## config.mk

```make
export PLATFORM = sky130hd
export DESIGN_NAME = posit_mul_core
export DESIGN_NICKNAME = d
export VERILOG_FILES = /design/src/rtl/posit_mul_core.sv
export SDC_FILE = /design/constraint.sdc
export NUM_CORES = 1
export LEC_CHECK = 0
export ABC_CLOCK_PERIOD_IN_PS = 3550
export CORE_MARGIN = 10
export CORE_UTILIZATION = 54
export DETAILED_ROUTE_END_ITERATION = 10
export GPL_ROUTABILITY_DRIVEN = 0
export PLACE_DENSITY = 0.86
export SYNTH_ARGS = -nofsm -noshare
export SYNTH_HDL_FRONTEND = slang
export SYNTH_SLANG_ARGS = --single-unit
export TNS_END_PERCENT = 5
```

## constraint.sdc

```tcl
create_clock -name clk_i -period 3.55 [get_ports clk_i]
set_input_delay 0.71 -clock clk_i [delete_from_list [all_inputs] [get_ports clk_i]]
set_output_delay 0.71 -clock clk_i [all_outputs]
set_load 0.005 [all_outputs]
```

## src/rtl/posit_mul_core.sv

```systemverilog
// posit_mul_core: exact multiplier for decoded posit operands.
//
// Three-stage pipeline between the posit field decoder and the rounding/encoding
// stage. Each operand arrives as sign, signed regime, exponent field, mantissa
// field (hidden bit excluded) and a 2-bit type. The result is the exact product
// expressed as sign, signed scale and normalized fraction, so that
// value = (1.frac_o) * 2^scale_o.
//
// Ports:
//   clk_i            clock, rising edge
//   rstn             asynchronous active-low reset
//   vld_i / rdy_o    operand handshake (rdy_o low while the output is blocked)
//   a_* / b_*        decoded operand fields
//   vld_o / rdy_i    result handshake
//   sign_o           product sign
//   scale_o          signed product scale
//   frac_o           product fraction, hidden bit excluded
//   type_o           00 zero, 01 valid, 10 NaR
//
// Stall model: a single enable freezes every stage, valid bits included, while
// a valid result sits at the output and downstream is not ready.

module posit_mul_core #(
  parameter int unsigned in_s    = 8,
  parameter int unsigned exp_s   = 2,
  localparam int unsigned reg_s  = $clog2(in_s) + 1,
  localparam int unsigned mts_s  = in_s - 3 - exp_s,
  localparam int unsigned sc_s   = reg_s + exp_s + 1,
  localparam int unsigned fr_s   = 2 * mts_s + 1
) (
  input  logic             clk_i,
  input  logic             rstn,
  input  logic             vld_i,
  output logic             rdy_o,
  input  logic             a_sign,
  input  logic             b_sign,
  input  logic [reg_s-1:0] a_regi,
  input  logic [reg_s-1:0] b_regi,
  input  logic [exp_s-1:0] a_exp,
  input  logic [exp_s-1:0] b_exp,
  input  logic [mts_s-1:0] a_mts,
  input  logic [mts_s-1:0] b_mts,
  input  logic [1:0]       a_type,
  input  logic [1:0]       b_type,
  output logic             vld_o,
  input  logic             rdy_i,
  output logic             sign_o,
  output logic [sc_s-1:0]  scale_o,
  output logic [fr_s-1:0]  frac_o,
  output logic [1:0]       type_o
);

  localparam int unsigned man_s = mts_s + 1;
  localparam int unsigned p_s   = 2 * mts_s + 2;
  localparam int unsigned ext_s = sc_s - reg_s - exp_s;

  localparam logic [1:0] TypeZero  = 2'b00;
  localparam logic [1:0] TypeValid = 2'b01;
  localparam logic [1:0] TypeNar   = 2'b10;

  logic en;

  // Stage 1: capture
  logic             s1_vld_q,     s1_vld_d;
  logic             s1_sign_q,    s1_sign_d;
  logic [1:0]       s1_type_q,    s1_type_d;
  logic [sc_s-1:0]  s1_scale_a_q, s1_scale_a_d;
  logic [sc_s-1:0]  s1_scale_b_q, s1_scale_b_d;
  logic [man_s-1:0] s1_man_a_q,   s1_man_a_d;
  logic [man_s-1:0] s1_man_b_q,   s1_man_b_d;

  // Stage 2: multiply and add
  logic             s2_vld_q,   s2_vld_d;
  logic             s2_sign_q,  s2_sign_d;
  logic [1:0]       s2_type_q,  s2_type_d;
  logic [sc_s-1:0]  s2_scale_q, s2_scale_d;
  logic [p_s-1:0]   s2_prod_q,  s2_prod_d;

  // Stage 3: normalize
  logic             s3_vld_q,   s3_vld_d;
  logic             s3_sign_q,  s3_sign_d;
  logic [1:0]       s3_type_q,  s3_type_d;
  logic [sc_s-1:0]  s3_scale_q, s3_scale_d;
  logic [fr_s-1:0]  s3_frac_q,  s3_frac_d;

  assign en    = ~(s3_vld_q & ~rdy_i);
  assign rdy_o = en;

  always_comb begin
    s1_vld_d     = vld_i;
    s1_sign_d    = a_sign ^ b_sign;
    // {regi, exp} is regi * 2^exp_s + exp; sign-extend it to the scale width.
    s1_scale_a_d = {{ext_s{a_regi[reg_s-1]}}, a_regi, a_exp};
    s1_scale_b_d = {{ext_s{b_regi[reg_s-1]}}, b_regi, b_exp};
    s1_man_a_d   = {1'b1, a_mts};
    s1_man_b_d   = {1'b1, b_mts};
    // Type 11 is folded into NaR via the upper bit.
    if (a_type[1] | b_type[1]) begin
      s1_type_d = TypeNar;
    end else if ((a_type == TypeZero) || (b_type == TypeZero)) begin
      s1_type_d = TypeZero;
    end else begin
      s1_type_d = TypeValid;
    end
  end

  always_comb begin
    s2_vld_d   = s1_vld_q;
    s2_sign_d  = s1_sign_q;
    s2_type_d  = s1_type_q;
    // Both scales fit in reg_s+exp_s bits, so the sum cannot overflow sc_s.
    s2_scale_d = s1_scale_a_q + s1_scale_b_q;
    s2_prod_d  = p_s'(s1_man_a_q) * p_s'(s1_man_b_q);
  end

  always_comb begin
    s3_vld_d   = s2_vld_q;
    s3_type_d  = s2_type_q;
    s3_sign_d  = s2_sign_q;
    // Product of two [1,2) mantissas lies in [1,4): at most one shift needed.
    if (s2_prod_q[p_s-1]) begin
      s3_frac_d  = s2_prod_q[fr_s-1:0];
      s3_scale_d = s2_scale_q + sc_s'(1);
    end else begin
      s3_frac_d  = {s2_prod_q[fr_s-2:0], 1'b0};
      s3_scale_d = s2_scale_q;
    end
    if (s2_type_q != TypeValid) begin
      s3_sign_d  = 1'b0;
      s3_scale_d = '0;
      s3_frac_d  = '0;
    end
  end

  always_ff @(posedge clk_i or negedge rstn) begin
    if (!rstn) begin
      s1_vld_q     <= 1'b0;
      s1_sign_q    <= 1'b0;
      s1_type_q    <= TypeZero;
      s1_scale_a_q <= '0;
      s1_scale_b_q <= '0;
      s1_man_a_q   <= '0;
      s1_man_b_q   <= '0;
      s2_vld_q     <= 1'b0;
      s2_sign_q    <= 1'b0;
      s2_type_q    <= TypeZero;
      s2_scale_q   <= '0;
      s2_prod_q    <= '0;
      s3_vld_q     <= 1'b0;
      s3_sign_q    <= 1'b0;
      s3_type_q    <= TypeZero;
      s3_scale_q   <= '0;
      s3_frac_q    <= '0;
    end else if (en) begin
      s1_vld_q     <= s1_vld_d;
      s1_sign_q    <= s1_sign_d;
      s1_type_q    <= s1_type_d;
      s1_scale_a_q <= s1_scale_a_d;
      s1_scale_b_q <= s1_scale_b_d;
      s1_man_a_q   <= s1_man_a_d;
      s1_man_b_q   <= s1_man_b_d;
      s2_vld_q     <= s2_vld_d;
      s2_sign_q    <= s2_sign_d;
      s2_type_q    <= s2_type_d;
      s2_scale_q   <= s2_scale_d;
      s2_prod_q    <= s2_prod_d;
      s3_vld_q     <= s3_vld_d;
      s3_sign_q    <= s3_sign_d;
      s3_type_q    <= s3_type_d;
      s3_scale_q   <= s3_scale_d;
      s3_frac_q    <= s3_frac_d;
    end
  end

  // Stale data in a bubble must never be visible downstream.
  always_comb begin
    vld_o   = s3_vld_q;
    sign_o  = 1'b0;
    scale_o = '0;
    frac_o  = '0;
    type_o  = TypeZero;
    if (s3_vld_q) begin
      sign_o  = s3_sign_q;
      scale_o = s3_scale_q;
      frac_o  = s3_frac_q;
      type_o  = s3_type_q;
    end
  end

endmodule

```

Yosys cells after proc, flatten, opt, wreduce, memory -nomap -nowiden
Index checks and enable logic that the tools add are counted.

word-level totals
  register bits after elaboration = 61
  input port bits = 28
  word-level logic and storage cells = 40

operators by class
  add/subtract/negate cells = 2
  multiply operators = 1
  equal/unequal tests = 1
  multiplexer cells = 11
  bitwise gates (word level) = 5
  reductions and logical operators = 3

operator list
  operator             number
  $mux 7               6
  $mul 4x4->8          1
  $add 6x6->7          1
  $add 7x1->7 const B  1
  $logic_not 2->1      2
  $mux 2               2
  $mux 1               3
  $ne 2x1->1 const B   1
  $not 1->1            2
  $and 1x1->1          1
  $logic_or 1x1->1     1
  $or 1x1->1           1
  $xor 1x1->1          1

Depth between registers and ports, before layout
  depth after elaboration = 4
  gate-level depth with buffers = 9

Least setup slack after synthesis
No wires, ideal clock.

  kind = register to register
  start = reg s1_man_a_q[3]
  end = reg s2_prod_q[6]
  setup time = 0.128 ns
  arrival time = 2.576 ns
  data required time = 3.422 ns
  slack = 0.846 ns
  stages on the path, launching flop included = 10
  path buffers = 0
  period minus slack after synthesis = 2.704 ns
  cell sequence = dfrtp_1 -> nand2_1 -> fa_1 -> inv_1 -> fa_1 -> fa_1 -> a21o_1 -> a21oi_1 -> xor2_1 -> o21ai_0

on the way
  cells in the longest elaborated chain, start to end = 1

RTL lines
  element                   line  text
  start: declaration        69    logic [man_s-1:0] s1_man_a_q, s1_man_a_d;
  start signal: assignment  160   s1_man_a_q <= s1_man_a_d;
  $mul 4x4->8               113   s2_prod_d = p_s'(s1_man_a_q) * p_s'(s1_man_b_q);
  end signal: assignment    166   s2_prod_q <= s2_prod_d;
  end: declaration          77    logic [p_s-1:0] s2_prod_q, s2_prod_d;

Every way passes these cells.
A chain may end at the register's enable or synchronous reset.

Worst setup path in the final report
Ends and elaborated chain as after synthesis.

==> impl_summary.log <==
INFO  metric grt_pass1_wl = 10200 µm
INFO  metric netlist_instances = 334
INFO  metric resize_count_post_cts = 0
INFO  metric achievable-frequency = 344 MHz
INFO  metric synth_edf_count = 0
INFO  metric grt_start_max_net_pins = 52
INFO  metric ff_latch_area = 1500 µm²
INFO  metric synthMostInstantiatedCell = nand2_1
INFO  metric placementRows = 27
INFO  metric post-route-period-util = between 80 and 90%
INFO  metric netlist-cell-type-count = 32
INFO  metric psw = between 0.9 and 1 mW
INFO  metric cts_root_buf = clkbuf_8
INFO  metric post-synth-top-area-fraction = 48.0%
INFO  metric ctsLongestPathBuffers = 2
INFO  metric synthFlopType = dfrtp_1
INFO  metric hpwlAfterDp = 4360 µm
INFO  metric cts_sinks = 60
INFO  metric worst_slew_pin_slew = 793 ps
INFO  metric drt-pass1-iter-count = 4
INFO  metric syn-mean-instance-area = roughly 9.4 µm²
INFO  metric max_capacitance_violation_count = 0
INFO  metric post_synth_most_frequent_cells = nand2_1, dfrtp_1, and2_1
INFO  metric drt_iter0_drc = 124
INFO  metric peakVddDrop = 0.318 mV
INFO  metric globalRouteOverflowTotal = 0
INFO  metric dr_total_vias = 2281
INFO  metric ioPinCount = between 40 and 50
INFO  metric die_height = 96.1 µm
INFO  metric ys_ff_latch = 60
INFO  metric wl_per_cell = 12.9 µm
INFO  metric fin_setup_tns = 0 ps
INFO  metric timing_max_transition_violations_final = 0
INFO  metric die_x = around 96 µm
INFO  metric final_net_count = between 400 and 500
INFO  metric number_of_nets_with_antenna_violations_after_routing = 0
INFO  metric final_cell_area = 3800 µm²
INFO  metric floorplan.core_area = 5570 µm²
INFO  metric finalHoldWorstSlack = between 400 and 500 ps
INFO  metric worst_ep_arrival_time = 3100 ps
INFO  metric die_area = 9240 µm²
INFO  metric power-per-cell-area = 666 nW/µm²
INFO  metric p_clk_share = 22.2%
INFO  metric static-leakage-power = around 1.8 nW
INFO  metric cts_tree = done
INFO  metric grt_pass1_vias = 2304
INFO  metric multiInputGateArea = 1490 µm²
INFO  metric finalHoldViolCount = 0
INFO  metric post_synth_main_area_contributors = dfrtp_1, nand2_1, ha_1, and2_1, fa_1
INFO  metric finalCoreUtilization = 68.2%
INFO  metric layout.filler_cells = 471
INFO  metric vias_per_cell = 4.99
INFO  metric post_route_cells_drive_above_1_share = 5.97%
INFO  metric placed_cell_area = 3610 µm²
INFO  metric drt-total-wl = 5910 µm
INFO  metric relSlewSlack = 47.1%
INFO  metric power_switching_share = 36.1%
INFO  metric postSynth.asyncResetShare = between 90% and 100%
INFO  metric endpoint_kind = flop
INFO  metric setup_violation_total_in_the_final_timing_report = 0
INFO  metric synth_sequential_area_ratio = 48.0%
INFO  metric internal = approximately 1.6 mW
INFO  metric worst-endpoint-required = ~3700 ps
INFO  metric clock_skew = 3.99 ps
INFO  metric postSynthNetCount = ~390
INFO  metric floorplan.initialDensity = 56.1%
INFO  metric port-buffer-count = 46
INFO  metric critical_path_peak_fanout = 8
INFO  metric path_class = reg -> reg
INFO  metric clock_tree.htree_level_count = 3
INFO  metric seq_power_share = 41.2%
INFO  metric synthDominantAreaCellType = dfrtp_1
INFO  metric grtUsageTotal = between 10 and 15%
INFO  metric status = finished, final reports clean
INFO  metric grt_setup_unrepaired = false
INFO  metric worst_setup_hold_path_clk_slew = 60 ps
INFO  metric clock_insertion_delay_worst_skew = 330 ps
INFO  metric number_of_clock_buffers_inserted_by_tritoncts = 9
INFO  metric area_growth_syn_to_layout = 21.5%
INFO  metric mappedNetlistArea = 3130 µm²
INFO  metric hold_path.class = in -> async
INFO  metric cts.hold.buffers_added = 0
INFO  metric drc_errors = 0
INFO  metric antenna-diode-count = 0
INFO  metric crit_path_start_kind = flop
INFO  metric final_period_minus_worst_setup_slack = ~2900 ps
INFO  metric antenna_found_initial = 0
INFO  metric cts_setup_buffers = 0
INFO  metric combPwrFrac = 36.6%
INFO  metric yosys_warning_total = 0
[stage by stage]
step	worst slack (ps)	std cells	total power [mW]
2_1_floorplan	846	334	1.73
6_report	642	457	2.53
3_5_place_dp	643	441	1.97
5_1_grt	483	457	2.74
4_1_cts	632	457	2.55
3_3_place_gp	761	441	1.92
[worst max-delay path, stage by stage (launching register included)]
cell and delay [ps]:
dfrtp_1 430, nand2_1 110, fa_1 550, inv_1 60, fa_1 530, fa_1 490
a21o_1 200, a21oi_1 170, xor2_1 160, o21ai_0 90
[sequential cells by signal, indices dropped and copies added (netlist names)]
signal and cells:
s1_man_a_q 4, s1_man_b_q 3, s1_scale_a_q 6, s1_scale_b_q 6
s1_sign_q 1, s1_type_q 2, s1_vld_q 1, s2_prod_q 8
s2_scale_q 7, s2_sign_q 1, s2_type_q 2, s2_vld_q 1
s3_frac_q 7, s3_scale_q 7, s3_sign_q 1, s3_type_q 2
vld_o 1
[logic make-up after synthesis]
kind of cell	synth area share [%]
XOR/XNOR	3.92
multiplexers	2.24
buffers and inverters	4.52
AND/OR/NAND/NOR	21.3
adder cells (fa/ha/maj)	10.8
AO/OA/AOI/OAI	9.20
flip-flops	48.0
[final cells by class]
cell class / instances / area share [%]
inverters: 13 / 1.35
flip-flops and latches: 60 / 39.5
clock buffers: 12 / 4.34
well taps: 72 / 2.37
repair buffers: 49 / 12.6
multi-input cells: 247 / 39.3
clock inverters: 4 / 0.592
[final timing paths]
kind                       cells past startpoint          start         endpoint  slack (ps)
hold reg to reg                                2       s2_vld_q         s2_vld_q         460
setup reg to reg                               9  s1_man_a_q[3]     s2_prod_q[6]         640
min in group clk_i                             2       s2_vld_q         s2_vld_q         460
max in group asynchronous                      2           rstn     s3_frac_q[4]        2290
setup / recovery                               9  s1_man_a_q[3]     s2_prod_q[6]         640
hold / removal                                 1           rstn  s1_scale_b_q[4]         460
[routing by layer]
layer	wire length (µm)	vias to the layer above	GRT usage, %	part of all wire [%]
met1	2860	1038	17.4	48
met5	0	-	0	0
li1	-	1180	-	-
met2	2610	54	22.4	44
met3	328	9	2.49	5.6
met4	107	0	6.63	1.8
[cells in the final DEF (no fill, tap or decap), drive strengths merged]
cell | netlist | routed
nand2 | 109 | 109
dfrtp | 60 | 60
clkdlybuf4s50 | 0 | 45
and2 | 24 | 24
o21ai | 24 | 24
ha | 19 | 19
inv | 13 | 13
clkbuf | 1 | 12
a21oi | 10 | 10
xor2 | 9 | 9
mux2i | 7 | 7
nor2 | 7 | 7
xnor2 | 5 | 5
fa | 5 | 5
o22ai | 4 | 4
nand4 | 4 | 4
a21o | 4 | 4
buf | 13 | 4
a211oi | 3 | 3
clkinv | 0 | 3
o211ai | 2 | 2
nand2b | 2 | 2
nor2b | 2 | 2
nand3b | 1 | 1
o21a | 1 | 1
o31a | 1 | 1
nand3 | 1 | 1
nor4b | 1 | 1
o22a | 1 | 1
and3 | 1 | 1
clkinvlp | 0 | 1
[power groups by stage]
stage / clock network [mW] / registers, mW / logic (mW)
final: 0.562 / 1.04 / 0.926
after global routing: 0.603 / 1.07 / 1.06
after CTS: 0.576 / 1.04 / 0.938
after detailed placement: 0 / 1.05 / 0.925
after global placement: 0 / 1.04 / 0.882
after floorplan: 0 / 0.977 / 0.751
Note: power is estimated with default switching activity, not from simulation.
